### src/rtl/seg_pkg.sv
// Shared types and constants for the multiplexed 7-segment display scanner.
package seg_pkg;

  typedef enum logic [1:0] {
    ST_IDLE = 2'd0,
    ST_DEAD = 2'd1,
    ST_SHOW = 2'd2
  } state_t;

  // Active-low cathode patterns, bit order gfedcba.
  localparam logic [6:0] SEG_0   = 7'b1000000;
  localparam logic [6:0] SEG_1   = 7'b1111001;
  localparam logic [6:0] SEG_2   = 7'b0100100;
  localparam logic [6:0] SEG_3   = 7'b0110000;
  localparam logic [6:0] SEG_4   = 7'b0011001;
  localparam logic [6:0] SEG_5   = 7'b0010010;
  localparam logic [6:0] SEG_6   = 7'b0000010;
  localparam logic [6:0] SEG_7   = 7'b1111000;
  localparam logic [6:0] SEG_8   = 7'b0000000;
  localparam logic [6:0] SEG_9   = 7'b0010000;
  localparam logic [6:0] SEG_OFF = 7'b1111111;

  localparam logic [3:0] AN_OFF  = 4'b1111;

  // Digit k is a leading zero when it and every digit above it are zero.
  // The rightmost digit is always shown so a value of zero still reads "0".
  function automatic logic lz_blank(input logic [15:0] d, input logic [1:0] k,
                                    input logic en);
    logic z;
    case (k)
      2'd1:    z = (d[15:4]  == 12'h000);
      2'd2:    z = (d[15:8]  == 8'h00);
      2'd3:    z = (d[15:12] == 4'h0);
      default: z = 1'b0;
    endcase
    return en & z;
  endfunction

endpackage

### src/rtl/seg_scan_if.sv
// Bundle between the counter logic and the display scanner.
interface seg_scan_if;
  logic        enable;
  logic [15:0] digits;
  logic [3:0]  dp_in;
  logic        blank_lz;
  logic [6:0]  seg;
  logic        dp;
  logic [3:0]  an;
  logic        frame_done;

  // Source of the value to display; observes the pins.
  modport master (
    output enable, digits, dp_in, blank_lz,
    input  seg, dp, an, frame_done
  );

  // The scanner itself.
  modport slave (
    input  enable, digits, dp_in, blank_lz,
    output seg, dp, an, frame_done
  );
endinterface

### src/rtl/bcd_to_seg.sv
// Combinational BCD to active-low 7-segment decoder; non-BCD codes go dark.
module bcd_to_seg
  import seg_pkg::*;
(
  input  logic [3:0] bcd_i,
  output logic [6:0] seg_o
);

  // Decode one digit.
  always_comb begin
    case (bcd_i)
      4'd0:    seg_o = SEG_0;
      4'd1:    seg_o = SEG_1;
      4'd2:    seg_o = SEG_2;
      4'd3:    seg_o = SEG_3;
      4'd4:    seg_o = SEG_4;
      4'd5:    seg_o = SEG_5;
      4'd6:    seg_o = SEG_6;
      4'd7:    seg_o = SEG_7;
      4'd8:    seg_o = SEG_8;
      4'd9:    seg_o = SEG_9;
      default: seg_o = SEG_OFF;
    endcase
  end

endmodule

### src/rtl/seg_scan_controller.sv
// Four-digit 7-segment scanner: per-frame snapshot, dead time between digits,
// optional leading-zero blanking. All outputs are registered.
module seg_scan_controller
  import seg_pkg::*;
#(
  parameter int unsigned REFRESH_DIV = 100000,
  parameter int unsigned DEAD_CYCLES = 500
) (
  input logic       clk,
  input logic       rst,
  seg_scan_if.slave bus
);

  localparam logic [19:0] SLOT_LAST = 20'(REFRESH_DIV - 1);
  localparam logic [19:0] DEAD_LAST = 20'(DEAD_CYCLES - 1);

  state_t      state_q, state_d;
  logic [19:0] cnt_q, cnt_d;
  logic [1:0]  idx_q, idx_d;
  logic [15:0] sh_dig_q, sh_dig_d;
  logic [3:0]  sh_dp_q, sh_dp_d;
  logic        sh_blz_q, sh_blz_d;
  logic [6:0]  seg_q, seg_d;
  logic        dp_q, dp_d;
  logic [3:0]  an_q, an_d;
  logic        fd_q, fd_d;

  logic [3:0]  digit_nxt;
  logic [6:0]  seg_dec;
  logic        blank_nxt;

  // Next FSM state, slot counter, digit index and snapshot.
  // NOTE: every signal gets a default first so no path leaves it unassigned,
  // which would otherwise infer a latch.
  always_comb begin
    state_d  = state_q;
    cnt_d    = cnt_q;
    idx_d    = idx_q;
    sh_dig_d = sh_dig_q;
    sh_dp_d  = sh_dp_q;
    sh_blz_d = sh_blz_q;
    fd_d     = 1'b0;
    if (!bus.enable) begin
      state_d  = ST_IDLE;
      cnt_d    = '0;
      idx_d    = '0;
      sh_dig_d = '0;
      sh_dp_d  = '0;
      sh_blz_d = 1'b0;
    end else begin
      case (state_q)
        ST_IDLE: begin
          state_d  = ST_DEAD;
          cnt_d    = '0;
          idx_d    = '0;
          sh_dig_d = bus.digits;
          sh_dp_d  = bus.dp_in;
          sh_blz_d = bus.blank_lz;
        end
        ST_DEAD: begin
          cnt_d = cnt_q + 20'd1;
          if (cnt_q == DEAD_LAST) state_d = ST_SHOW;
        end
        ST_SHOW: begin
          if (cnt_q == SLOT_LAST) begin
            state_d = ST_DEAD;
            cnt_d   = '0;
            idx_d   = idx_q + 2'd1;
            if (idx_q == 2'd3) begin
              sh_dig_d = bus.digits;
              sh_dp_d  = bus.dp_in;
              sh_blz_d = bus.blank_lz;
              fd_d     = 1'b1;
            end
          end else begin
            cnt_d = cnt_q + 20'd1;
          end
        end
        default: state_d = ST_IDLE;
      endcase
    end
  end

  // Output values follow the state being entered, so the pins change on the
  // same edge as the state.
  assign digit_nxt = sh_dig_d[{idx_d, 2'b00} +: 4];
  assign blank_nxt = lz_blank(sh_dig_d, idx_d, sh_blz_d);

  bcd_to_seg u_dec (
    .bcd_i (digit_nxt),
    .seg_o (seg_dec)
  );

  // Pattern, decimal point and anode for the next cycle.
  always_comb begin
    seg_d = SEG_OFF;
    dp_d  = 1'b1;
    an_d  = AN_OFF;
    if (state_d != ST_IDLE && !blank_nxt) begin
      seg_d = seg_dec;
      dp_d  = ~sh_dp_d[idx_d];
      if (state_d == ST_SHOW) an_d = ~(4'b0001 << idx_d);
    end
  end

  // State and output registers.
  // NOTE: sequential state uses non-blocking assignments so all flops update
  // together from pre-edge values.
  always_ff @(posedge clk) begin
    if (rst) begin
      state_q  <= ST_IDLE;
      cnt_q    <= '0;
      idx_q    <= '0;
      sh_dig_q <= '0;
      sh_dp_q  <= '0;
      sh_blz_q <= 1'b0;
      seg_q    <= SEG_OFF;
      dp_q     <= 1'b1;
      an_q     <= AN_OFF;
      fd_q     <= 1'b0;
    end else begin
      state_q  <= state_d;
      cnt_q    <= cnt_d;
      idx_q    <= idx_d;
      sh_dig_q <= sh_dig_d;
      sh_dp_q  <= sh_dp_d;
      sh_blz_q <= sh_blz_d;
      seg_q    <= seg_d;
      dp_q     <= dp_d;
      an_q     <= an_d;
      fd_q     <= fd_d;
    end
  end

  assign bus.seg        = seg_q;
  assign bus.dp         = dp_q;
  assign bus.an         = an_q;
  assign bus.frame_done = fd_q;

endmodule

### src/flat_wrapper.sv
// flat-port wrapper written by rule: the top's interface ports become plain ports
module seg_scan_controller_flat import seg_pkg::*;
#(
  parameter int unsigned REFRESH_DIV = 100000,
  parameter int unsigned DEAD_CYCLES = 500
)
  (clk, rst, bus_enable, bus_digits, bus_dp_in, bus_blank_lz, bus_seg, bus_dp, bus_an, bus_frame_done);
  seg_scan_if bus_i ();
  input logic clk;
  input logic rst;
  input wire logic [$bits(bus_i.enable)-1:0] bus_enable;
  input wire logic [$bits(bus_i.digits)-1:0] bus_digits;
  input wire logic [$bits(bus_i.dp_in)-1:0] bus_dp_in;
  input wire logic [$bits(bus_i.blank_lz)-1:0] bus_blank_lz;
  output wire logic [$bits(bus_i.seg)-1:0] bus_seg;
  output wire logic [$bits(bus_i.dp)-1:0] bus_dp;
  output wire logic [$bits(bus_i.an)-1:0] bus_an;
  output wire logic [$bits(bus_i.frame_done)-1:0] bus_frame_done;
  assign bus_i.enable = bus_enable;
  assign bus_i.digits = bus_digits;
  assign bus_i.dp_in = bus_dp_in;
  assign bus_i.blank_lz = bus_blank_lz;
  assign bus_seg = bus_i.seg;
  assign bus_dp = bus_i.dp;
  assign bus_an = bus_i.an;
  assign bus_frame_done = bus_i.frame_done;
  seg_scan_controller #(.REFRESH_DIV(REFRESH_DIV), .DEAD_CYCLES(DEAD_CYCLES)) u_core (.clk(clk), .rst(rst), .bus(bus_i));
endmodule
### config.mk
export PLATFORM = sky130hd
export DESIGN_NAME = seg_scan_controller_flat
export DESIGN_NICKNAME = d
export VERILOG_FILES = /design/src/rtl/seg_pkg.sv /design/src/rtl/seg_scan_if.sv /design/src/rtl/bcd_to_seg.sv /design/src/rtl/seg_scan_controller.sv /design/src/flat_wrapper.sv
export SDC_FILE = /design/constraint.sdc
export NUM_CORES = 1
export LEC_CHECK = 0
export BUFFER_PORTS_ARGS = -buffer_cell sky130_fd_sc_hd__buf_2
export CORE_UTILIZATION = 53
export CTS_CLUSTER_SIZE = 30
export DETAILED_ROUTE_END_ITERATION = 10
export PLACE_DENSITY = 0.76
export SLEW_MARGIN = 20
export SYNTH_ARGS = -nofsm -noshare
export SYNTH_HDL_FRONTEND = slang
export SYNTH_SLANG_ARGS = --single-unit
### constraint.sdc
create_clock -name clk -period 3.1 [get_ports clk]
set_input_delay 0.62 -clock clk [delete_from_list [all_inputs] [get_ports clk]]
set_output_delay 0.62 -clock clk [all_outputs]
set_load 0.1 [all_outputs]
* Yosys cells after proc, flatten, opt, wreduce, memory -nomap -nowiden *
Memory sizes are Yosys's and may differ from the RTL's. A register that Yosys moved wholly into a read port is not among the register bits.
Index checks and enable logic that the tools add are counted.

word-level totals
  bits in registers = 51
  bits in read-only memories = 112
  bits of input ports = 24
  output and inout port bits = 13
  logic and storage cells = 69
  memories kept = 1

operators by class
  $add $sub $neg = 2
  $lt $le $gt $ge = 1
  equal/unequal tests = 9
  shift operators = 2
  muxes and demuxes = 25
  bitwise logic cells = 8
  reduce and logical (&&, ||, !) cells = 12

memories
  name             words  width  rd ports  clocked after memory_dff  write ports  line              text
  (no name shown)  16     7      1         1                         0            bcd_to_seg.sv:11  case (bcd_i)

operator list
  kind                                             number
  case mux 20 bit (3 select lines)                 1
  two-way mux 16 bit                               3
  case mux 16 bit (2 select lines)                 1
  adder 20 x 1 -> 20 bit, second input constant    1
  == test 20 x 17 -> 1 bit, second input constant  1
  == test 20 x 9 -> 1 bit, second input constant   1
  two-way mux 20 bit                               1
  indexed part select 16 x 5 -> 4 bit              1
  logical NOT 12 bit                               1
  two-way mux 4 bit                                3
  == test 2 bit, second input constant             5
  two-way mux 2 bit                                5
  logical NOT 8 bit                                1
  case mux 4 bit (2 select lines)                  1
  NOT 1 bit                                        6
  case mux 2 bit (3 select lines)                  1
  two-way mux 1 bit                                5
  == test 2 x 1 -> 1 bit, second input constant    2
  logical NOT 4 bit                                1
  NOT 4 bit                                        1
  case mux 2 bit (2 select lines)                  1
  OR reduction 2 bit                               2
  OR reduction 4 bit                               1
  << shifter 1 x 2 -> 4 bit, first input constant  1
  other kinds (12)                                 12

* Longest topological paths before layout *
Gate-level depths: netlist (run 1).

  depth in word-level cells = 12
  depth in mapped cells = 15
  mapped depth without buffers = 12

* By module *
A second synthesis (run 1) with hierarchy kept.

second synthesis, totals
  cell total of the unflattened synthesis = 430
  area total of the unflattened synthesis = 3528.4 sq um

modules (own cells, without submodules)
  module               times used  cells each  area an instance (sq um)  sequential area each (sq um)
  seg_scan_controller  1           397         3318.2                    1161.1
  bcd_to_seg           1           33          210.2                     0.0

* Worst setup path before layout (run 1) *
Ideal clock, no wire load.

  path type = register to register
  from = register u_core.state_q[0]
  to = register u_core.seg_q[3] (netlist: u_core.bus.seg[3])
  library setup time = 87 ps
  arrival = 2859 ps
  data required time = 3013 ps
  path slack = 154 ps
  cell stages (with the launch flop) = 15
  buffers on the path = 3
  clock period less this slack = 2946 ps
  cells stage by stage = dfxtp_1 inv_1 ha_1 buf_2 nor2_1 buf_2 clkbuf_1 a22o_1 a311oi_1 mux2_2 o22ai_1 inv_1 ha_1 nor3b_1 o31ai_1

on the way
  word-level cells in the longest chain between the ends = 10
  elaborated cells on any way between the ends = 27
  classes of those cells = 5 x eq/ne; 1 x shift; 11 x mux; 2 x bitwise; 8 x reduce/logical

ends and longest elaborated chain
  element                                                                              line                        text
  from (decl)                                                                          seg_scan_controller.sv:17   state_t state_q, state_d;
  from (signal assigned)                                                               seg_scan_controller.sv:122  state_q <= state_d;
  == test 2 bit or logical NOT 2 bit (tied branches)                                   seg_scan_controller.sv:51   case (state_q)
  case mux 16 bit (2 select lines) or case mux 2 bit (2 select lines) (tied branches)  seg_scan_controller.sv:51
  two-way mux 16 bit or two-way mux 2 bit (tied branches)                              seg_scan_controller.sv:43   if (!bus.enable) begin
  logical NOT 12 bit, or another cell as far along                                     seg_pkg.sv:31               2'd1: z = (d[15:4] == 12'h000);
  case mux 1 bit (3 select lines)                                                      seg_pkg.sv:30               case (k)
  bitwise AND 1 bit                                                                    seg_pkg.sv:36               return en & z;
  logical NOT 1 bit                                                                    seg_scan_controller.sv:99   if (state_d != ST_IDLE && !blank_nxt) begin
  logical AND 1 bit                                                                    seg_scan_controller.sv:99
  NOT 1 bit (no source line)                                                           --
  OR reduction 2 bit (no source line)                                                  --
  to (decl)                                                                            seg_scan_controller.sv:23   logic [6:0] seg_q, seg_d;

Several ways; a longest one is shown, not always the timed one.
A chain may end at the register's enable or synchronous reset.

* Worst setup path after layout (run 1) *
  from = register u_core.cnt_q[18]
  to = register u_core.seg_q[3] (netlist: u_core.bus.seg[3])

on the way
  word-level cells in the longest chain between the ends = 11
  elaborated cells on any way between the ends = 29
  classes of those cells = 5 x eq/ne; 1 x shift; 14 x mux; 2 x bitwise; 7 x reduce/logical

ends and longest elaborated chain
  element                                                                              line                        text
  from (decl)                                                                          seg_scan_controller.sv:18   logic [19:0] cnt_q, cnt_d;
  from (signal assigned)                                                               seg_scan_controller.sv:123  cnt_q <= cnt_d;
  == test 20 x 17 -> 1 bit                                                             seg_scan_controller.sv:65   if (cnt_q == SLOT_LAST) begin
  two-way mux 16 bit or two-way mux 2 bit (tied branches)                              seg_scan_controller.sv:65
  case mux 16 bit (2 select lines) or case mux 2 bit (2 select lines) (tied branches)  seg_scan_controller.sv:51
  two-way mux 16 bit or two-way mux 2 bit (tied branches)                              seg_scan_controller.sv:43
  logical NOT 12 bit, or another cell as far along                                     seg_pkg.sv:31
  case mux 1 bit (3 select lines)                                                      seg_pkg.sv:30
  bitwise AND 1 bit                                                                    seg_pkg.sv:36
  logical NOT 1 bit                                                                    seg_scan_controller.sv:99
  logical AND 1 bit                                                                    seg_scan_controller.sv:99
  NOT 1 bit (no source line)                                                           --
  OR reduction 2 bit (no source line)                                                  --

Several ways; a longest one is shown, not always the timed one.

==> results of run 1 <==
[what timing repair did]
item | 4_1_cts | 5_1_grt
buffers inserted | 0 | 4
setup endpoints to repair | 1 | 12
hold buffers | 0 | 0
pin swaps | 0 | 4
gates resized for setup | 1 | 5
[kinds of logic (layout without fill, tap and decap cells)]
logic type | after synthesis | count (layout) | synth area share [%]
AOI/OAI and AO/OA | 125 | 125 | 26.9
xor gates and xnor gates | 4 | 4 | 1.03
adders and majority gates | 11 | 11 | 4.04
buffers and inverters | 33 | 91 | 4.92
DFF | 58 | 58 | 34.1
muxes | 10 | 10 | 3.34
and+or+nand+nor | 168 | 168 | 25.7
[worst max-delay path, cell delays in order, from the launching register on]
cell     delay (ns)
dfxtp_1        0.38
nor4_4         0.38
and4_4         0.31
a21oi_1        0.11
nor3b_4        0.35
mux2_1         0.37
o22ai_2        0.21
inv_1          0.11
ha_1           0.31
nor3b_1        0.14
o31ai_1        0.20
[final cells by class]
class                   count  area [µm²]
clock buffers              12         145
clock inverters             4        75.1
fillers                   507        1990
inverters                   7        26.3
multi-input cells         318        2100
flip-flops and latches     58        1160
well taps                  75        93.8
repair buffers             68         462
[through the flow]
stage | setup TNS, ns | std cells
floorplan | 0 | 409
global placement | 0 | 522
detailed placement | 0 | 522
CTS | 0 | 538
global route | -0.0888 | 542
finish | 0 | 542
[metal layers]
layer  vias up  wire (µm)
li1       1626          -
met1      1570       4070
met2       155       3890
met3        25        642
met4         0        198
met5         -          0
[cell usage in the layout, fill, tap and decap left out, types with 3 or more instances in the layout]
| cell type | instances |
|---|---|
| and3_1 | 10 |
| a311oi_1 | 12 |
| o211a_1 | 4 |
| nand2b_1 | 7 |
| nor3b_1 | 3 |
| a21boi_0 | 4 |
| clkbuf_8 | 10 |
| buf_4 | 28 |
| inv_1 | 7 |
| o21ai_0 | 30 |
| nand4_1 | 9 |
| dfxtp_1 | 58 |
| and2_1 | 3 |
| xor2_1 | 3 |
| nand2_1 | 54 |
| mux2_2 | 6 |
| buf_12 | 3 |
| ha_1 | 11 |
| nand3_1 | 12 |
| a21oi_1 | 22 |
| buf_2 | 36 |
| nor3_1 | 7 |
| a22o_1 | 16 |
| o31ai_1 | 10 |
| a22oi_1 | 3 |
| nor2_1 | 39 |
[power by group through the flow]
stage / sequential (W) / clock (W) / combinational [W]
2_1_floorplan: 0.000830 / 0 / 0.000110
3_3_place_gp: 0.000787 / 0 / 0.000220
3_5_place_dp: 0.000788 / 0 / 0.000223
4_1_cts: 0.000772 / 0.000794 / 0.000224
5_1_grt: 0.000773 / 0.000819 / 0.000246
6_report: 0.000772 / 0.000782 / 0.000229
[flip-flops by register name, indices dropped and copies added, names as in the netlist]
signal / count
u_core.bus.an: 4
u_core.bus.dp: 1
u_core.bus.frame_done: 1
u_core.bus.seg: 7
u_core.cnt_q: 20
u_core.idx_q: 2
u_core.sh_blz_q: 1
u_core.sh_dig_q: 16
u_core.sh_dp_q: 4
u_core.state_q: 2
[final timing paths]
| path | startpoint | to | depth (start not counted) | slack [ns] |
|---|---|---|---|---|
| worst min-delay path | u_core.cnt_q[19] | u_core.cnt_q[19] | 1 | 0.49 |
| worst max register to register | u_core.cnt_q[18] | u_core.bus.seg[3] | 10 | 0.15 |
| worst min register to register | u_core.cnt_q[19] | u_core.cnt_q[19] | 1 | 0.49 |
| worst max-delay path | u_core.cnt_q[18] | u_core.bus.seg[3] | 10 | 0.15 |
==> impl_metrics.toml, run 1 <==
[clock_network]
cts_tree = "built"
root_buffer = "clkbuf_8"
htree_levels = 3
cts_sinks = 58
path_clk_slew_ns = 0.07
numCtsBuffers = 9
clk_latency_ns = 0.35
cts_max_path_buffers = 2

[sta]
final-setup-viol-count = 0
whs_ns = 0.486
drv_slew = 0
setup_slack_ns = 0.145
fin_skew_ns = 0.00847
fin_crit_ns = 2.95
hold_viol_final = 0
fin_crit_sh_pct = 95.3
worst_pin_slew_ns = 0.675
max_slew_margin_pct = 54.8
max_freq_mhz = 338
rsz0062_at_grt = "yes"

[floorplanning]
die_x_um = 82.2
num_rows = 28
core_area_um2 = 6060
start_util_pct = 56.2
fp.dieH_um = 82.2
ios = 37
fp.dieArea_um2 = 6760

[final_layout]
drive_gt1_share_pct = 23.3
final_cell_area_um2 = 4070
area_growth_pct = 19.3
final_util_pct = 67.1
fin_nets = 497
diodes = 0

[place]
hpwl_um = 6020
placed_area_um2 = 3790
gp_congestion = 0.880
port_buffers = 36
pre_cts_slack_ns = 0.0199

[grt]
grt_pass1_wl_um = 13900
gr-usage-all-layers_pct = 27.4
grt_max_degree = 45
grt_util_met1_pct = 37.3
grt_pass1_vias = 2968
grt_busiest_layer = "met2"
grtUsageMet3_pct = 5.82
gr-total-overflow = 0
antenna_found_initial = 0
grtUsageMet2_pct = 41.2

[power_and_ir_drop]
switching_share_pct = 25.7
internal-power_w = 0.00133
power.leakage_nw = 1.64
finalPower_w = 0.00178
irDropWorstVdd_v = 0.000314
pwr-share-comb_pct = 12.9
netSwitchingPower_w = 0.000458
power_density_nw_per_um2 = 438
power_frac_seq_pct = 43.3
pwr-share-clk_pct = 43.8

[route]
drtIter0Drc = 335
viasPerCell = 6.23
drc = 0
ant_nets = 0
via_count = 3376
wl_per_cell_um = 16.2
wirelength_um = 8800
dr.pass1.iters = 5

[worst_setup_path]
cp.arrival_ns = 3.22
worstSetupStartpointType = "flop"
crit_type = "flop to flop"
critPathCaptureType = "flop"
cp.required_ns = 3.36
critPathMaxFanout = 6

[synthesis]
synthArstFlopShare_pct = 0
synth_edf_count = 0
synth_area_leader_cell = "dfxtp_1"
yosys_warnings = 0
synth_ff_type = "dfxtp_1"
synthTopCellsByArea = "dfxtp_1 (34%), nand2_1 (5.9%), o21ai_0 (4.4%)"
synthesis.area_um2 = 3410
yosysMostFrequentCell = "dfxtp_1"
postSynthAreaPerCell_um2 = 8.33
netlist_instances = 409
synth_top_area_share_pct = 34.1
synth-seq-area-share_pct = 34.1
synthDistinctLibCells = 68
syn_nets = 444
ys_ff_latch = 58
synth_common_cells = "dfxtp_1 (58), nand2_1 (54), nor2_1 (39)"

[outcome]
status = "finished, final reports clean"

[flow_run]
drv_cap = 0

[worst_hold_path]
hp-class = "flop to flop"
Power figures use the tool's default switching activity.
==> run 2: changes to the inputs <==
--- a/config.mk
+++ b/config.mk
@@ -6,10 +6,13 @@
 export NUM_CORES = 1
 export LEC_CHECK = 0
 export BUFFER_PORTS_ARGS = -buffer_cell sky130_fd_sc_hd__buf_2
-export CORE_UTILIZATION = 53
+export CELL_PAD_IN_SITES_DETAIL_PLACEMENT = 1
+export CELL_PAD_IN_SITES_GLOBAL_PLACEMENT = 1
+export CORE_UTILIZATION = 41
+export CTS_BUF_LIST = sky130_fd_sc_hd__clkbuf_2 sky130_fd_sc_hd__clkbuf_4 sky130_fd_sc_hd__clkbuf_8
 export CTS_CLUSTER_SIZE = 30
 export DETAILED_ROUTE_END_ITERATION = 10
-export PLACE_DENSITY = 0.76
+export PLACE_DENSITY_LB_ADDON = 0.1
 export SLEW_MARGIN = 20
 export SYNTH_ARGS = -nofsm -noshare
 export SYNTH_HDL_FRONTEND = slang
==> run 2 against run 1 <==
Net effect:
- setup slack improved by 0.0016 ns
- fmax about the same
- worst hold slack better by 0.0030 ns
- global-route usage down 0.97 points
- final cell count up 7.4%
- die area is 29% higher
- clock power down 10%
- first-iteration DRC count down 56%
- sequential share of layout area down 1.1 points
- highest routed layer unchanged
==> impl_metrics.toml, run 2 (synthesized netlist as in run 1, its figures left out) <==
[outcome]
status = "finished, final reports clean"

[route]
dr.pass1.iters = 4
wl_per_cell_um = 18.6
ant_nets = 0
drtIter0Drc = 147
viasPerCell = 5.91
drc = 0
via_count = 3438
wirelength_um = 10800

[final_layout]
drive_gt1_share_pct = 29.8
largest_reg_flops = 20
diodes = 0
area_growth_pct = 24.9
fin_nets = 511
layout_common_cells = "nand2_1 (54), dfxtp_1 (54), buf_4 (43)"
top_register = "u_core.cnt_q"
final_util_pct = 54.0

[sta]
fin_skew_ns = 0.0114
fin_crit_sh_pct = 95.3
max_slew_margin_pct = 51.1
drv_slew = 0
setup_slack_ns = 0.147
rsz0062_at_grt = "yes"
worst_pin_slew_ns = 0.731
hold_viol_final = 0
fin_crit_ns = 2.95
final-setup-viol-count = 0
max_freq_mhz = 339

[floorplanning]
die_x_um = 93.2
start_util_pct = 43.2
fp.dieArea_um2 = 8680
num_rows = 32
core_area_um2 = 7890
fp.dieH_um = 93.2
ios = 37

[worst_setup_path]
cp.arrival_ns = 3.20
worstSetupStartpointType = "flop"
worstPathCellList = "ha_2 -> nand3_1 -> nor3_2 -> a21oi_2 -> nor3b_4 -> buf_4 -> mux2_4 -> o22ai_4 -> inv_2 -> ha_1 -> nor3b_1 -> o31ai_1"
reg2reg_depth = 12
cpMaxStageDelayCell = "dfxtp_4"
critPathMaxFanout = 5
critPathCaptureType = "flop"
crit_type = "flop to flop"
slowest_delay_ns = 0.37
r2r_end = "u_core.bus.seg[3]"
r2r_setup_slack_ns = 0.15
worstReg2RegStart = "u_core.cnt_q[0]"
cp.required_ns = 3.35

[power_and_ir_drop]
power.leakage_nw = 1.72
power_density_nw_per_um2 = 404
irDropWorstVdd_v = 0.000198

[place]
port_buffers = 36
pre_cts_slack_ns = -0.0742
hpwl_um = 7550
gp_congestion = 0.836

[clock_network]
root_buffer = "clkbuf_8"
htree_levels = 3
numCtsBuffers = 9
cts_max_path_buffers = 2
cts_sinks = 58
cts_tree = "built"
path_clk_slew_ns = 0.07
clk_latency_ns = 0.34

[grt]
grtUsageMet2_pct = 41.5
gr-total-overflow = 0
gr-usage-all-layers_pct = 26.4
grt_max_degree = 25
grtUsageMet3_pct = 3.58
grt_util_met1_pct = 36.7
antenna_found_initial = 0
grt_pass1_vias = 3469
grt_busiest_layer = "met2"
grt_pass1_wl_um = 17900

[worst_hold_path]
hp-class = "flop to flop"
hold_depth = 1
worstHoldStart = "u_core.cnt_q[19]"
worstHoldEndpoint = "u_core.cnt_q[19]"

[flow_run]
drv_cap = 0
run 2: changes by cell type in the layout (fill, tap and decap cells not counted), sizes merged:
cell,before,now
bufinv,2,1
clkinvlp,2,0
buf,68,82
clkinv,0,2
run 2: repair_timing:
action | in CTS | in global routing
setup endpoints to repair | 6 | 13
gates resized for setup | 6 | 23
buffers inserted | 4 | 6
pin swaps | 4 | 9
hold buffers | 0 | 0
run 2: how the worst max path moves through the flow:
| stage | start | end | cells past startpoint |
|---|---|---|---|
| CTS | u_core.cnt_q[0] | u_core.bus.seg[3] | 12 |
| finish | u_core.cnt_q[0] | u_core.bus.seg[3] | 12 |
| global route | u_core.cnt_q[13] | u_core.bus.seg[6] | 11 |
| global placement | u_core.cnt_q[0] | u_core.bus.seg[6] | 11 |
| detailed placement | u_core.cnt_q[0] | u_core.bus.seg[3] | 11 |
| floorplan | u_core.state_q[0] | u_core.bus.seg[3] | 14 |
run 2: power by group:
part	total (W)	switching [W]	internal, W
clock network	0.000702	0.000298	0.000404
logic	0.000245	0.000153	0.0000914
registers	0.000770	0.00000776	0.000763
total	0.00172	0.000459	0.00126
run 2: metrics by stage:
step	TNS [ns]	hold slack, ns	cells	total power (W)	instance area [µm²]
after floorplan	0	0.435	409	0.000940	3410
after global placement	-0.00760	0.452	557	0.00101	3870
after detailed placement	-0.178	0.452	557	0.00101	3870
after CTS	0	0.468	576	0.00172	4130
after global routing	-0.279	0.514	582	0.00179	4260
final	0	0.489	582	0.00172	4260
run 2: layout make-up:
cell class | instances | area [µm²]
Fill cell | 967 | 3630
Inverter | 7 | 26.3
Tap cell | 102 | 128
Clock buffer | 12 | 153
Clock inverter | 3 | 40.0
Timing Repair Buffer | 82 | 554
Multi-Input combinational cell | 318 | 2190
Sequential cell | 58 | 1170
run 2: per-layer routing:
metal | part of all wire, % | wire length (µm)
met1 | 48 | 5240
met2 | 45 | 4910
met3 | 4.3 | 471
met4 | 1.9 | 209
met5 | 0 | 0
run 2: worst max-delay path, delay by kind of cell, from the launching register on:
family	cells	cell delay, ns
AO/OA/AOI/OAI	3	0.58
AND/OR/NAND/NOR	4	0.87
multiplexers	1	0.31
adder cells (fa/ha/maj)	2	0.48
buffers and inverters	2	0.26
flip-flops	1	0.37
==> run 3: changes to the inputs <==
--- a/config.mk
+++ b/config.mk
@@ -5,14 +5,16 @@
 export SDC_FILE = /design/constraint.sdc
 export NUM_CORES = 1
 export LEC_CHECK = 0
+export ABC_AREA = 1
 export BUFFER_PORTS_ARGS = -buffer_cell sky130_fd_sc_hd__buf_2
 export CELL_PAD_IN_SITES_DETAIL_PLACEMENT = 1
 export CELL_PAD_IN_SITES_GLOBAL_PLACEMENT = 1
-export CORE_UTILIZATION = 41
+export CORE_UTILIZATION = 39
 export CTS_BUF_LIST = sky130_fd_sc_hd__clkbuf_2 sky130_fd_sc_hd__clkbuf_4 sky130_fd_sc_hd__clkbuf_8
 export CTS_CLUSTER_SIZE = 30
 export DETAILED_ROUTE_END_ITERATION = 10
-export PLACE_DENSITY_LB_ADDON = 0.1
+export PLACE_DENSITY = 0.82
+export RECOVER_POWER = 50
 export SLEW_MARGIN = 20
 export SYNTH_ARGS = -nofsm -noshare
 export SYNTH_HDL_FRONTEND = slang
==> run 3 against run 2 <==
Net effect:
- combinational power is essentially flat
- via count increased by 16%
- utilization is 7.9 points lower
- fmax rose by 1.3%
- clock power is 15% higher
- design area hardly changed
- synthesized cell count grew 40%
- largest cell class unchanged
==> impl_metrics.toml, run 3 <==
[power_and_ir_drop]
netSwitchingPower_w = 0.000513
power_density_nw_per_um2 = 429
pwr-share-comb_pct = 13.3
internal-power_w = 0.00131
irDropWorstVdd_v = 0.000227
power_frac_seq_pct = 42.4
power.leakage_nw = 1.84
pwr-share-clk_pct = 44.2
switching_share_pct = 28.1

[worst_hold_path]
hold_depth = 2
worstHoldStart = "u_core.cnt_q[19]"
hp-class = "flop to flop"
worstHoldEndpoint = "u_core.cnt_q[19]"

[route]
dr.pass1.iters = 4
viasPerCell = 5.37
highest_layer = "met4"
wl_per_cell_um = 16.4
ant_nets = 0
drt-met1-wl_um = 5660
drc = 0
via_count = 3998
wl_met2_um = 5940
drtIter0Drc = 219
wirelength_um = 12200
wl_met3_um = 450

[synthesis]
syn_nets = 607
postSynthAreaPerCell_um2 = 6.51
synth_ff_type = "dfxtp_1"
synthDistinctLibCells = 42
netlist_instances = 572
synth_top_area_share_pct = 31.2
yosys_warnings = 0
synth_area_leader_cell = "dfxtp_1"
ys_ff_latch = 58
synth_edf_count = 0
synthArstFlopShare_pct = 0
synthTopCellsByArea = "dfxtp_1 (31%), nand2_1 (18%), nor2_1 (5.8%)"
synth_common_cells = "nand2_1 (182), dfxtp_1 (58), nor2_1 (58)"
synth-seq-area-share_pct = 31.2
yosysMostFrequentCell = "nand2_1"
synthesis.area_um2 = 3720

[worst_setup_path]
reg2reg_depth = 18
worstSetupStartpointType = "flop"
r2r_setup_slack_ns = 0.19
cp.required_ns = 3.33
critPathMaxFanout = 11
cpLargestDelayFamily = "simple AND/OR/NAND/NOR gates"
worstPathCellList = "ha_1 -> inv_1 -> nor2_2 -> nand3_2 -> nor2_2 -> nand3_1 -> nand2_2 -> nand3_2 -> nor2_4 -> nand2_1 -> nand2_1 -> inv_1 -> nand2_2 -> inv_1 -> ha_1 -> nand3b_1 -> nand3_1 -> nand3_1"
crit_type = "flop to flop"
slowest_delay_ns = 0.39
worstReg2RegStart = "u_core.cnt_q[0]"
critPathCaptureType = "flop"
path_buf_inv = 3
cp.arrival_ns = 3.15
r2r_end = "u_core.bus.seg[3]"
cpMaxStageDelayCell = "dfxtp_1"

[final_layout]
drive_gt1_share_pct = 16.1
final_cell_area_um2 = 4250
layout_commonest_cell = "nand2_1"
fillCellCount = 1252
largest_reg_flops = 20
layout.cells.non_filler = 745
layout_common_cells = "nand2_1 (183), dfxtp_1 (58), nor2_1 (56)"
diodes = 0
final_util_pct = 46.0
top_register = "u_core.cnt_q"
area_growth_pct = 14.3
fin_nets = 646

[clock_network]
cts_tree = "built"
cts_sinks = 58
numCtsBuffers = 9
root_buffer = "clkbuf_8"
postCtsSetupBuffers = 0
htree_levels = 3
clk_latency_ns = 0.35
cts_max_path_buffers = 2
path_clk_slew_ns = 0.07

[place]
hpwl_um = 9050
pre_cts_slack_ns = 0.173
placed_cells = 729
gp_congestion = 0.903
port_buffers = 36
placed_area_um2 = 4040

[floorplanning]
start_util_pct = 40.3
core_area_um2 = 9240
fp.dieArea_um2 = 9940
die_x_um = 99.7
num_rows = 35
ios = 37
fp.dieH_um = 99.7

[grt]
grt_pass1_wl_um = 20000
antenna_found_initial = 0
grt_max_degree = 19
gr-usage-all-layers_pct = 25.8
gr-total-overflow = 0
grt_pass1_vias = 4079

[sta]
tns_ns = 0
setup_slack_ns = 0.185
max_slew_margin_pct = 22.1
fin_crit_ns = 2.91
worst_pin_slew_ns = 1.17
max_freq_mhz = 343
hold_viol_final = 0
fin_crit_sh_pct = 94.0
fin_skew_ns = 0.0142
drv_slew = 0
final-setup-viol-count = 0

[outcome]
status = "finished, final reports clean"

[flow_run]
drv_cap = 0
## run 3: changes by cell type after synthesis, moves of 13 or more
cell / previous run / this run
nand2_2: 0 / 14
nor2_1: 39 / 58
o21ai_0: 30 / 17
nand3_1: 12 / 37
a22o_1: 16 / 1
inv_1: 7 / 43
nand2_1: 54 / 182
## run 3: cell families after synthesis
logic type,share of synthesized area (%)
AND/OR/NAND/NOR,41.3
flip-flops,31.2
buffers and inverters,8.44
AO/OA/AOI/OAI,13.8
XOR/XNOR,0.941
adder cells (fa/ha/maj),3.70
multiplexers,0.538
## run 3: worst register-to-register path: stages (launching register included)
cell and delay (ns):
dfxtp_1 0.39, ha_1 0.24, inv_1 0.09, nor2_2 0.20
nand3_2 0.09, nor2_2 0.13, nand3_1 0.10, nand2_2 0.11
nand3_2 0.23, nor2_4 0.21, nand2_1 0.10, nand2_1 0.08
inv_1 0.05, nand2_2 0.13, inv_1 0.11, ha_1 0.20
nand3b_1 0.17, nand3_1 0.10, nand3_1 0.07
## run 3: metal layers
| layer | GRT usage [%] | up-vias |
|---|---|---|
| met5 | 0 | - |
| met4 | 6.67 | 0 |
| met1 | 33.2 | 1954 |
| met2 | 44.4 | 75 |
| li1 | - | 1954 |
| met3 | 4.50 | 15 |
## run 3: layout make-up
type	instances	area [µm²]	area share, %
clock inverter	5	77.6	1.82
clock buffer	11	145	3.41
inverter	56	211	4.97
sequential	58	1160	27.3
timing repair buffer	47	238	5.59
tap	129	161	3.79
multi-input combinational	439	2260	53.1
## run 3: power by group through the flow
stage | logic (W) | clock network (W) | registers, W
2_1_floorplan | 0.000123 | 0 | 0.000837
3_3_place_gp | 0.000235 | 0 | 0.000790
3_5_place_dp | 0.000243 | 0 | 0.000791
4_1_cts | 0.000245 | 0.000816 | 0.000774
5_1_grt | 0.000265 | 0.000848 | 0.000776
6_report | 0.000243 | 0.000808 | 0.000775
## run 3: stage by stage
stage	hold slack (ns)	power, W
after floorplan	0.436	0.000960
after global placement	0.446	0.00103
after detailed placement	0.465	0.00103
after CTS	0.475	0.00184
after global routing	0.495	0.00189
final	0.475	0.00183
## run 3: worst max path at each step
| stage | start | endpoint | slack [ns] | depth (start not counted) |
|---|---|---|---|---|
| finish | u_core.cnt_q[0] | u_core.bus.seg[3] | 0.19 | 18 |
| global route | u_core.cnt_q[0] | u_core.bus.seg[3] | -0.03 | 18 |
| CTS | u_core.cnt_q[0] | u_core.bus.seg[3] | 0.12 | 18 |
| detailed placement | u_core.cnt_q[0] | u_core.bus.seg[3] | 0.17 | 18 |
| global placement | u_core.cnt_q[0] | u_core.bus.seg[0] | 0.40 | 18 |
| floorplan | u_core.cnt_q[0] | u_core.bus.seg[0] | 0.65 | 19 |
## run 3: repair_timing
| item | 4_1_cts | 5_1_grt |
|---|---|---|
| resized for setup | 0 | 4 |
| setup endpoints to repair | 0 | 6 |
| hold buffers | 0 | 0 |
